`src/rtl/usb_desc_sequencer_pkg.sv`:
```
// USB descriptor sequencer shared types.
// State encoding and standard bRequest codes.
package usb_desc_sequencer_pkg;

  typedef enum logic [2:0] {
    IDLE  = 3'd0,
    FETCH = 3'd1,
    SEND  = 3'd2,
    DONE  = 3'd3,
    STALL = 3'd4
  } state_t;

  localparam logic [7:0] REQ_GET_STATUS     = 8'h00;
  localparam logic [7:0] REQ_CLEAR_FEATURE  = 8'h01;
  localparam logic [7:0] REQ_SET_FEATURE    = 8'h03;
  localparam logic [7:0] REQ_SET_ADDRESS    = 8'h05;
  localparam logic [7:0] REQ_GET_DESCRIPTOR = 8'h06;
  localparam logic [7:0] REQ_SET_DESCRIPTOR = 8'h07;
  localparam logic [7:0] REQ_GET_CONFIG     = 8'h08;
  localparam logic [7:0] REQ_SET_CONFIG     = 8'h09;

  localparam logic [7:0] GET_DESC_REQ = REQ_GET_DESCRIPTOR;

endpackage

```
`src/rtl/usb_desc_sequencer.sv`:
```
// Serves GET_DESCRIPTOR by walking an external bit-mux
// LSB first and streaming assembled bytes.
module usb_desc_sequencer
  import usb_desc_sequencer_pkg::*;
#(
  parameter int         DESC_BYTES   = 32,
  parameter logic [7:0] GET_DESC_REQ = usb_desc_sequencer_pkg::GET_DESC_REQ
) (
  input  logic        clk,
  input  logic        reset,
  input  logic        setup_valid,
  input  logic [7:0]  bRequest,
  input  logic [15:0] wLength,
  input  logic        abort,
  output logic [8:0]  select,
  input  logic        q,
  output logic [7:0]  tx_data,
  output logic        tx_valid,
  input  logic        tx_ready,
  output logic        busy,
  output logic        done,
  output logic        stall
);

  localparam int LW = $clog2(DESC_BYTES + 1);

  state_t        state, state_n;
  logic [LW-1:0] len, len_n;
  logic [LW-1:0] byte_cnt, byte_cnt_n;
  logic [LW-1:0] byte_inc;
  logic [LW-1:0] len_req;
  logic [2:0]    bit_cnt, bit_cnt_n;
  logic [7:0]    shreg, shreg_n;
  logic [7:0]    tx_data_n;

  assign byte_inc = byte_cnt + LW'(1);

  always_comb begin
    if (wLength > 16'(DESC_BYTES))
      len_req = LW'(DESC_BYTES);
    else
      len_req = LW'(wLength);
  end

  always_comb begin
    state_n    = state;
    len_n      = len;
    byte_cnt_n = byte_cnt;
    bit_cnt_n  = bit_cnt;
    shreg_n    = shreg;
    tx_data_n  = tx_data;
    if (abort) begin
      state_n = IDLE;
    end else begin
      case (state)
        IDLE: begin
          if (setup_valid) begin
            if (bRequest == GET_DESC_REQ) begin
              len_n      = len_req;
              byte_cnt_n = '0;
              bit_cnt_n  = '0;
              state_n    = (len_req == '0) ? DONE : FETCH;
            end else begin
              state_n = STALL;
            end
          end
        end
        FETCH: begin
          // shift right so the first sampled bit ends up at bit 0
          shreg_n   = {q, shreg[7:1]};
          bit_cnt_n = bit_cnt + 3'd1;
          if (bit_cnt == 3'd7) begin
            tx_data_n = shreg_n;
            state_n   = SEND;
          end
        end
        SEND: begin
          if (tx_ready) begin
            byte_cnt_n = byte_inc;
            bit_cnt_n  = '0;
            state_n    = (byte_inc == len) ? DONE : FETCH;
          end
        end
        DONE:    state_n = IDLE;
        STALL:   state_n = IDLE;
        default: state_n = IDLE;
      endcase
    end
  end

  always_ff @(posedge clk) begin
    if (reset) begin
      state    <= IDLE;
      len      <= '0;
      byte_cnt <= '0;
      bit_cnt  <= '0;
      shreg    <= '0;
      tx_data  <= '0;
    end else begin
      state    <= state_n;
      len      <= len_n;
      byte_cnt <= byte_cnt_n;
      bit_cnt  <= bit_cnt_n;
      shreg    <= shreg_n;
      tx_data  <= tx_data_n;
    end
  end

  assign select   = (state == FETCH) ? 9'({byte_cnt, bit_cnt}) : '0;
  assign tx_valid = (state == SEND);
  assign busy     = (state == FETCH) || (state == SEND);
  assign done     = (state == DONE);
  assign stall    = (state == STALL);

endmodule

```
`config.mk`:
```
export PLATFORM = sky130hd
export DESIGN_NAME = usb_desc_sequencer
export DESIGN_NICKNAME = d
export VERILOG_FILES = /design/src/rtl/usb_desc_sequencer_pkg.sv /design/src/rtl/usb_desc_sequencer.sv
export SDC_FILE = /design/constraint.sdc
export NUM_CORES = 1
export LEC_CHECK = 0
export BUFFER_PORTS_ARGS = -buffer_cell sky130_fd_sc_hd__buf_4
export CORE_ASPECT_RATIO = 1.25
export CORE_MARGIN = 2
export CORE_UTILIZATION = 50
export DETAILED_ROUTE_END_ITERATION = 10
export PLACE_DENSITY = 0.78
export SKIP_LAST_GASP = 1
export SLEW_MARGIN = 0
export SYNTH_ARGS = -nofsm -noshare
export SYNTH_HDL_FRONTEND = slang
export SYNTH_SLANG_ARGS = --single-unit
```
`constraint.sdc`:
```
create_clock -name clk -period 5.48 [get_ports clk]
set_input_delay 1.096 -clock clk [delete_from_list [all_inputs] [get_ports clk]]
set_output_delay 1.096 -clock clk [all_outputs]
set_load 0.01 [all_outputs]
```
==> run metrics, run 1 <==
status=finished, final reports clean; number of vias per cell=5.62; fin util=67.4%; fin crit share=51.1%; hold_sp=tx_data[7]; DRC violations left=0; LEAKAGE=0.870 nW; HP Class=reg -> reg; crit path to=select[0]; WL final=approximately 4.2 mm; vias in the first global route=1706; WS Path Type=reg -> out; initial core utilization=53.4%; share of cells above drive strength 1=24.2%; clk_skew=~5.8 ps; Initial DRT Pass Iterations=4; CP Cell Sequence=nor3b_1 > buf_4 > and2_1 > buf_4; Detailed Place HPWL=about 3 mm; hold_buf cts=0; Worst-Skew Late Latency=290 ps; r2r endpoint=tx_data[6]; Die ar.=approximately 4000 sq um; CORE AREA=around 3300 sq um; synth cell count leaders=34 x nand2_1, 33 x dfxtp_1, 28 x a21oi_1; 1st-iter DRT viols=76; Max IR drop VDD=slightly above 0.2 mV; antenna violations before repair=0; Critical Path Sink Type=output pin; Post-synth top flop=dfxtp_1; H-tree Lvls=2; CTS Root Cell=clkbuf_8; CP Data Required Time=4380 ps; crit start category=flip-flop; Mean Syn Cell Area=~7.7 sq um; final setup TNS=0 ps; row cnt=23; area of the multi-input gates=996 sq um; # nets final=around 310; worst-path fanout max=16; Pwr Total=0.462 mW; Pwr Density=between 200 and 250 nW/um^2; launching point of the worst reg2reg path=state[0]; All-Layer GR Usage=23.6%; Synth area leaders=dfxtp_1 38%, a21oi_1 8.1%, nand2_1 7.4%, nand3_1 5.2%, nor2_1 4.5%; Sequential Area=661 sq um; Port-buffer cells=50; area delta synth->final=26.2%; worst setup path start=state[0]; first-pass GRT wire length=between 7 and 8 mm; CTS buffer count=5; Synth top area share=38.1%; Ys Warns=0; reg2reg setup slack=roughly 3000 ps; share of flip-flops with an asynchronous set or reset=0%; setup bufs post-CTS=0; Fillers=290; clock tree buffer depth=2; post_cts resized=0; slowest CP cell=dfxtp_1; clock-pin transition on the worst setup and hold timing paths=roughly 70 ps; Die Span Y=69.9 um; Final setup violation count=0; unrepaired setup endpoints after global routing=no; mapped cell area=1740 sq um; Slew headroom=38.5%; EDFF count, synth=0; Die Width=56.7 um; vias=approximately 1700; Final Hold Fails=0; Max Fclk=around 0.36 GHz; delay of the slowest critical-path stage=600 ps; Final Max Slew Viols=0; Ant. Diodes=0; Final Critical Period=around 2800 ps; Clock Sinks=33; max cap viols=0; worst slew pin tran=between 900 and 1000 ps; wire per inst=13.6 um; cell count after synthesis=224; Netlist cell types=37; CTS tree=built; cell type with the largest total area after synthesis=dfxtp_1; cell mode on critical path=buf_4; worst r2r path cells=5; I/O pin total=51; maximum number of pins on one net before global-route repair=33; Seq/Total Area, Yosys=a little under two fifths; gpl congestion=approximately 0.79; top-count cell post-synth=nand2_1; synthesized flop and latch total=33; Synth Net Count=257; crit path DAT=1700 ps; GRT overflow=0; post-route antenna net violation count=0
[worst max-delay path, delay by kind of cell (launching register included)]
kind | cells | cell delay (ps)
buffers and inverters | 2 | 350
flip-flops | 1 | 600
AND/OR/NAND/NOR | 2 | 460
[worst min-delay path by stage]
stage	slack (ps)	cells after the start	end
floorplan	440	2	shreg[1]
global placement	450	2	shreg[1]
detailed placement	450	2	tx_data[4]
CTS	460	2	tx_data[4]
global route	480	2	tx_data[5]
finish	460	2	tx_data[7]
[area by class of cell]
class | count | share of cell area (%)
sequential | 33 | 30.2
clock inverter | 3 | 0.800
multi-input combinational | 176 | 45.5
clock buffer | 5 | 3.14
timing repair buffer | 51 | 17.5
inverter | 5 | 0.857
tap | 37 | 2.11
[metal layers]
metal | vias up | wire length (um) | GRT usage (%)
met2 | 49 | 2150 | 41.3
met4 | 0 | 76 | 8.73
li1 | 885 | - | -
met3 | 6 | 286 | 5.74
met1 | 801 | 1710 | 27.2
met5 | - | 0 | 0
[report_power, final]
part | switching [mW] | internal [mW]
Sequential | 0.00281 | 0.241
Clock | 0.0937 | 0.0875
Combinational | 0.0169 | 0.0202
Total | 0.113 | 0.348
[cells by family after synthesis]
group / Yosys count / share of synthesized area (%)
AND/OR/NAND/NOR: 116 / 34.1
AO/OA/AOI/OAI: 47 / 15.8
flip-flops: 33 / 38.1
buffers and inverters: 15 / 4.54
XOR/XNOR: 8 / 4.04
adder cells (fa/ha/maj): 3 / 2.16
multiplexers: 2 / 1.30
[sequential cells by signal, summed over array words and instances (netlist names)]
register and count:
len 6, bit_cnt 3, tx_data 8, byte_cnt 6, state 3, shreg 7
[cells in the final DEF (no fill, tap or decap), types with 3 or more instances in the layout]
cell,netlist,layout
and2_1,11,11
nand2b_1,3,3
inv_1,5,5
nor2_1,21,21
clkbuf_8,0,5
xnor2_1,5,5
dfxtp_1,33,33
a22oi_1,3,3
nand4_1,4,4
ha_1,3,3
nand2_1,34,34
nor4_1,3,3
o21ai_0,8,8
nand3_1,18,18
nor3b_1,4,4
nor3_1,7,7
buf_4,0,51
a21oi_1,28,28
xor2_1,3,3
[metrics by stage]
stage	hold WS [ps]	worst slack (ps)	area [sq um]	cells
finish	458	2680	2190	310
global route	481	2530	2190	310
CTS	463	2670	2190	310
detailed placement	450	2670	2100	302
global placement	445	2690	2100	302
floorplan	437	2900	1740	224
(Power assumes the default switching activity.)
==> inputs of run 2 (changes only) <==
- clock period: 5.48 -> 2.9 ns (I/O delays scaled with it)
==> run metrics, run 2 (synthesis results as in run 1) <==
GRT overflow=0; GR peak layer=met2; met1 Track Usage GR=26.6%; Worst-Skew Late Latency=290 ps; Fillers=292; max cap viols=0; vias=1724; Pwr Density=391 nW/um^2; Detailed Place HPWL=a little under 3 mm; Largest register FFs=8; hold_buf cts=0; LEAKAGE=roughly 0.88 nW; largest registers=tx_data (8), shreg (7); worst r2r path cells=5; I/O pin total=51; Ant. Diodes=0; setup bufs post-CTS=0; WHS Path Cells=2; final setup TNS=0 ps; Slew headroom=65.9%; WL final=4.12 mm; WS Path Type=reg -> out; maximum number of pins on one net before global-route repair=33; crit path DAT=1670 ps; Port-buffer cells=50; fin crit share=77.4%; DP Worst Slack=615 ps; 1st-iter DRT viols=between 60 and 70; area delta synth->final=26.9%; CTS tree=built; clock-pin transition on the worst setup and hold timing paths=70 ps; launching point of the worst reg2reg path=state[0]; worst slew pin tran=511 ps; vias in the first global route=1612; unrepaired setup endpoints after global routing=no; area of the multi-input gates=996 sq um; CP Data Required Time=2320 ps; Final setup violation count=0; Post-Place Cells=304; r2r endpoint=len[2]; HP Class=reg -> reg; first-pass GRT wire length=between 6 and 7 mm; Max IR drop VDD=about 0.35 mV; clock tree buffer depth=2; Post-Layout Cell Count=~310; share of cells above drive strength 1=about a quarter; Worst Hold End=tx_data[7]; most frequent cells in the layout=53 x buf_4, 34 x nand2_1, 33 x dfxtp_1; Initial DRT Pass Iterations=4; crit start category=flip-flop; Final Max Slew Viols=0; DRC violations left=0; Biggest register=tx_data; wire per inst=13.2 um; row cnt=23; antenna violations before repair=0; final setup margin=654 ps; Die Width=about 57 um; Final Critical Period=2250 ps; reg2reg setup slack=850 ps; Pwr Total=0.861 mW; post-route antenna net violation count=0; Clock Sinks=33; CTS Root Cell=clkbuf_8; Max Fclk=0.445 GHz; gpl congestion=0.837; number of vias per cell=5.53; Die ar.=3960 sq um; fin util=67.7%; Final Hold Fails=0; Post-Layout Inst Area=2200 sq um; Die Span Y=69.9 um; CORE AREA=~3300 sq um; Final Hold Slack=457 ps; CTS buffer count=5; met3 usage in global routing=6.48%; post_cts resized=0; initial core utilization=between 50% and 60%; Sequential Area=661 sq um; clk_skew=~9 ps; H-tree Lvls=2; commonest non-fill, non-tap cell in the layout=buf_4; Placed Instance Area=2120 sq um; hold_sp=tx_data[7]; All-Layer GR Usage=21.7%; status=finished, final reports clean; Critical Path Sink Type=output pin; met2 Usage GRT=35.7%; # nets final=307; worst-path fanout max=16
-- run 2: cell count changes in the layout (fill, tap and decap cells not counted) --
cell | previous run | this run
buf_4 | 51 | 53
clkbuf_1 | 0 | 1
clkinvlp_4 | 1 | 0
-- run 2: final cells by class --
| type | instances | share of cell area, % |
|---|---|---|
| Timing Repair Buffer | 53 | 18.1 |
| Tap cell | 37 | 2.10 |
| Clock inverter | 2 | 0.455 |
| Inverter | 5 | 0.852 |
| Sequential cell | 33 | 30.0 |
| Clock buffer | 6 | 3.30 |
| Multi-Input combinational cell | 176 | 45.2 |
-- run 2: how the worst max path moves through the flow --
stage / from / endpoint / depth (start not counted)
2_1_floorplan: bRequest[5] / byte_cnt[3] / 5
3_3_place_gp: bRequest[5] / byte_cnt[3] / 6
3_5_place_dp: bRequest[5] / byte_cnt[3] / 6
4_1_cts: state[0] / select[7] / 4
5_1_grt: state[0] / select[7] / 4
6_report: state[0] / select[7] / 4
-- run 2: routing by layer --
metal  part of all wire, %  vias to the layer above
met1                    44                      785
met4                   1.4                        0
met2                    47                       50
li1                      -                      883
met3                   7.2                        6
met5                     0                        -
-- run 2: critical path, stage by stage (launching register included) --
cell,delay [ps]
dfxtp_1,600
nor3b_1,320
buf_4,190
and2_1,140
buf_4,120
-- run 2: where the power goes --
group	internal, mW	switching, mW
registers	0.455	0.00509
clock network	0.166	0.164
logic	0.0392	0.0325
total	0.660	0.201
